[config.mk]
export PLATFORM = sky130hd
export DESIGN_NAME = serial_subtractor
export DESIGN_NICKNAME = d
export VERILOG_FILES = /design/src/rtl/serial_subtractor.sv
export SDC_FILE = /design/constraint.sdc
export NUM_CORES = 1
export LEC_CHECK = 0
export ABC_AREA = 1
export CAP_MARGIN = 15
export CORE_MARGIN = 2
export CORE_UTILIZATION = 56
export CTS_CLUSTER_SIZE = 20
export DETAILED_ROUTE_END_ITERATION = 16
export GPL_TIMING_DRIVEN = 0
export HOLD_SLACK_MARGIN = 0.02
export PLACE_DENSITY_LB_ADDON = 0.15
export SYNTH_ARGS = -nofsm -noshare
export SYNTH_HDL_FRONTEND = slang
export SYNTH_SLANG_ARGS = --single-unit
[constraint.sdc]
create_clock -name clk -period 10.2 [get_ports clk]
set_input_delay 1.02 -clock clk [delete_from_list [all_inputs] [get_ports clk]]
set_output_delay 1.02 -clock clk [all_outputs]
set_load 0.005 [all_outputs]
[src/rtl/serial_subtractor.sv]
`default_nettype none
// +--------------------------------------------------------------------------+
// | serial_subtractor: D = A - B - Bin, DIGIT bits per clock, LSB first.    |
// | Optional V/Z flags when SERIAL_SUB_FLAGS_EN is defined.  Rev 1.0        |
// +--------------------------------------------------------------------------+
module serial_subtractor #(
  parameter int BITS  = 32,
  parameter int DIGIT = 1
) (
  input  logic            clk,
  input  logic            rst,
  input  logic            start,
  input  logic [BITS-1:0] A,
  input  logic [BITS-1:0] B,
  input  logic            Bin,
  output logic            busy,
  output logic            done,
  output logic [BITS-1:0] D,
`ifdef SERIAL_SUB_FLAGS_EN
  output logic            Bout,
  output logic            V,
  output logic            Z
`else
  output logic            Bout
`endif
);

  localparam int N     = BITS / DIGIT;
  localparam int CNT_W = (N > 1) ? $clog2(N) : 1;
  localparam int RES_W = BITS - DIGIT;

  typedef enum logic [1:0] {
    S_IDLE = 2'd0,
    S_RUN  = 2'd1,
    S_DONE = 2'd2
  } state_t;

  state_t             r_state;
  state_t             w_next;
  logic [BITS-1:0]    r_a;
  logic [BITS-1:0]    r_b;
  logic               r_borrow;
  logic [CNT_W-1:0]   r_cnt;
  // Holds the N-1 digits already produced; the last digit joins it on the final edge.
  logic [RES_W-1:0]   r_res;
  logic [BITS-1:0]    r_d;
  logic               r_bout;

  logic [DIGIT:0]     w_c;
  logic [DIGIT-1:0]   w_s;
  logic               w_borrow_out;
  logic [BITS-1:0]    w_diff;
  logic               w_last;
  logic               w_accept;
  logic               w_finish;

  // A - B - borrow as A + ~B + ~borrow; borrow is the inverted carry.
  assign w_c[0] = ~r_borrow;

  for (genvar gi = 0; gi < DIGIT; gi++) begin : g_fa
    logic w_nb;
    assign w_nb        = ~r_b[gi];
    assign w_s[gi]     = r_a[gi] ^ w_nb ^ w_c[gi];
    assign w_c[gi + 1] = (r_a[gi] & w_nb) | (r_a[gi] & w_c[gi]) | (w_nb & w_c[gi]);
  end

  assign w_borrow_out = ~w_c[DIGIT];
  assign w_diff       = {w_s, r_res};
  assign w_last       = (r_cnt == CNT_W'(N - 1));
  assign w_accept     = (r_state == S_IDLE) && start;
  assign w_finish     = (r_state == S_RUN) && w_last;

  always_comb begin
    w_next = r_state;
    case (r_state)
      S_IDLE:  if (start)  w_next = S_RUN;
      S_RUN:   if (w_last) w_next = S_DONE;
      S_DONE:  w_next = S_IDLE;
      default: w_next = S_IDLE;
    endcase
  end

  always_ff @(posedge clk or posedge rst) begin
    if (rst) begin
      r_state <= S_IDLE;
    end else begin
      r_state <= w_next;
    end
  end

  always_ff @(posedge clk or posedge rst) begin
    if (rst) begin
      r_a      <= '0;
      r_b      <= '0;
      r_borrow <= 1'b0;
      r_cnt    <= '0;
      r_res    <= '0;
    end else if (w_accept) begin
      r_a      <= A;
      r_b      <= B;
      r_borrow <= Bin;
      r_cnt    <= '0;
      r_res    <= '0;
    end else if (r_state == S_RUN) begin
      r_a      <= r_a >> DIGIT;
      r_b      <= r_b >> DIGIT;
      r_borrow <= w_borrow_out;
      r_cnt    <= r_cnt + CNT_W'(1);
      r_res    <= {w_s, r_res[RES_W-1:DIGIT]};
    end
  end

  always_ff @(posedge clk or posedge rst) begin
    if (rst) begin
      r_d    <= '0;
      r_bout <= 1'b0;
    end else if (w_finish) begin
      r_d    <= w_diff;
      r_bout <= w_borrow_out;
    end
  end

`ifdef SERIAL_SUB_FLAGS_EN
  logic r_v;
  logic r_z;

  // On the final digit the low bit positions of r_a/r_b hold the operand MSBs.
  always_ff @(posedge clk or posedge rst) begin
    if (rst) begin
      r_v <= 1'b0;
      r_z <= 1'b0;
    end else if (w_finish) begin
      r_v <= (r_a[DIGIT-1] != r_b[DIGIT-1]) && (w_s[DIGIT-1] != r_a[DIGIT-1]);
      r_z <= (w_diff == '0);
    end
  end

  assign V = r_v;
  assign Z = r_z;
`endif

  assign busy = (r_state == S_RUN);
  assign done = (r_state == S_DONE);
  assign D    = r_d;
  assign Bout = r_bout;

endmodule
`default_nettype wire

==> flow_summary.ini <==
[floorplan]
ios = 103
die_x_um = 104
core.rowCount = 36
dieArea_um2 = 10900
start_util_pct = 57.7
coreArea_um2 = 9770
die_h_um = 104

[clock_network]
path_clk_slew_ns = 0.06
cts_tree = done
cts-buffers-inserted = 17
cts_root_buf = clkbuf_8
ctsResizeCount = 0
insertion_delay_ns = 0.52
postCtsSetupBuffers = 0
cts_buffer_depth = 2
clock_sinks = 136
htree_levels = 4
cts_hold_buf = 0

[min_path]
holdPathStages = 2
hold_path_class = reg2reg
holdPathEnd = D[11]
hold_start = D[11]

[synth]
netlist-cell-type-count = 19
synth_common_cells = 178 x nand2_1, 136 x dfrtp_1, 131 x nand3_1
synth-edff-count = 0
post-synth-top-count-cell = nand2_1
synth_area_per_cell_um2 = 9.31
synthArstFlopShare_pct = 100
synth.cell_area_um2 = 5640
synth_area_leaders = dfrtp_1 60%, nand2_1 12%, nand3_1 12%, o22ai_1 3.4%, inv_1 2.5%
synthCells = 606
yosysTopAreaCell = dfrtp_1
synth_warnings = 0
synth_top_area_share_pct = 60.4
ys_seq_area_share_pct = 60.4
synth_ff_type = dfrtp_1
ys_seq_elements = 136
syn_nets = 677

[timing]
tightest_slew_ns = 0.455
holdWs_ns = 0.479
hold_violations = 0
fin_setup_tns_ns = 0
slew_headroom_pct = 69.7
finalWorstPathRequiredPeriod_ns = 3.01
clock_skew_ns = 0.00687
rsz0062_at_grt = no
setup_violations = 0
clock.fmax_ghz = 0.332
final_max_slew_viol_count = 0
fin_crit_sh_pct = 29.5
finalWorstSetupSlack_ns = 7.19

[drt]
dr.max_layer_used = met4
met1_length_um = 5450
totalWireLength_um = 12800
wl_met2_um = 6630
detail_route.wl_per_cell_um = 14.7
wl_met3_um = 586
drc = 0
drtIter0Drc = 340
drtPass1Iterations = 5
postRouteAntennaNets = 0
num_vias = 4705
via_per_inst = 5.38

[global_routing]
grt_max_degree = 89
grt_pass1_wl_um = 22300
antenna_found_initial = 0
grt_pass1_vias = 4811
track_usage_pct = 25.3
overflow = 0

[place]
dp_slack_ns = 7.75
dp_hpwl_um = 8280
dpl.cell_count = 842
place_congestion = 0.782
portBuffers = 102

[setup_path]
path_class = reg2out
r2r-end = D[26]
r2r-start = r_cnt[0]
critPathLaunchType = flip-flop
rr_worst_depth = 9
reg2reg_setup_slack_ns = 8.53
required_ns = 9.18
arrival_ns = 1.99
end_kind = output pin
crit_path_max_fanout = 10

[cells_and_area]
fill_cells = 706
areaGrowthSynthToFinish_pct = 33.2
fin_nets = 799
n_antenna_cell = 0
instances_no_fill = 874
drive_gt1_share_pct = 11.6

[pwr]
powerDensity_nw_per_um2 = 295
p_leak_nw = 3.56
vdd_drop_max_mv = 0.167

[job]
maxCapViolCount = 0

[outcome]
status = complete, no violations
==> worst max path at each step <==
stage / startpoint / end / cells after the start
detailed placement: r_state[1] / busy / 5
finish: r_state[1] / busy / 5
global route: r_state[1] / busy / 5
global placement: rst / r_b[19] / 2
CTS: r_state[1] / busy / 5
floorplan: rst / Bout / 1
==> cells in the final DEF (no fill, tap or decap), types with 7 or more instances in the layout <==
cell / count
dfrtp_1: 136
o22ai_1: 31
nor2_1: 7
nand3_1: 131
buf_4: 9
o21ai_1: 17
inv_1: 36
o21ai_2: 13
buf_2: 19
clkbuf_16: 16
clkdlybuf4s50_1: 102
clkbuf_1: 9
nand2_1: 178
==> final cells by class <==
| type | count | area, um^2 | share of cell area (%) |
|---|---|---|---|
| buffer | 42 | 254 | 3.38 |
| clock buffer | 21 | 459 | 6.11 |
| clock inverter | 11 | 193 | 2.57 |
| inverter | 40 | 155 | 2.07 |
| multi-input combinational | 388 | 1830 | 24.4 |
| sequential | 136 | 3400 | 45.3 |
| tap | 133 | 166 | 2.22 |
| timing repair buffer | 103 | 1050 | 14.0 |
==> registers in the layout, indices dropped and copies added (netlist names) <==
name / count
r_a: 32
Bout: 1
r_state: 2
r_borrow: 1
r_res: 31
D: 32
r_b: 32
r_cnt: 5
==> critical path, stage by stage, from the launching register on <==
cell and delay, ns:
dfrtp_1 0.39, inv_2 0.08, nand2_2 0.07, inv_2 0.15
buf_2 0.24, clkdlybuf4s50_1 0.54
==> power by group <==
| part | leakage [nW] | total (W) | internal, W | switching, W |
|---|---|---|---|---|
| combinational | 1.58 | 0.000678 | 0.000307 | 0.000371 |
| sequential | 1.67 | 0.000871 | 0.000760 | 0.000112 |
| clock | 0.315 | 0.000669 | 0.000442 | 0.000228 |
| total | 3.56 | 0.00222 | 0.00151 | 0.000710 |
==> layer usage <==
metal	track usage (%)	up-vias
li1	-	2245
met3	4.95	21
met1	31.7	2295
met2	44.1	144
met5	0	-
met4	8.59	0
==> logic make-up (layout without fill, tap and decap cells) <==
| group | Yosys count | count (layout) | synth area share (%) |
|---|---|---|---|
| and+or+nand+nor | 319 | 319 | 24.3 |
| adders and majority gates | 3 | 3 | 0.799 |
| DFF | 136 | 136 | 60.4 |
| AOI/OAI and AO/OA | 66 | 66 | 7.41 |
| buffers and inverters | 82 | 217 | 7.17 |
==> metrics by stage <==
| stage | area [um^2] | power (W) | utilization (%) |
|---|---|---|---|
| floorplan | 5640 | 0.00129 | - |
| global placement | 6830 | 0.00150 | 69.8 |
| detailed placement | 6860 | 0.00154 | 70.2 |
| CTS | 7510 | 0.00223 | 76.8 |
| global route | 7510 | 0.00236 | 76.8 |
| finish | 7510 | 0.00222 | 76.8 |
Note: power is estimated with default switching activity, not from simulation.
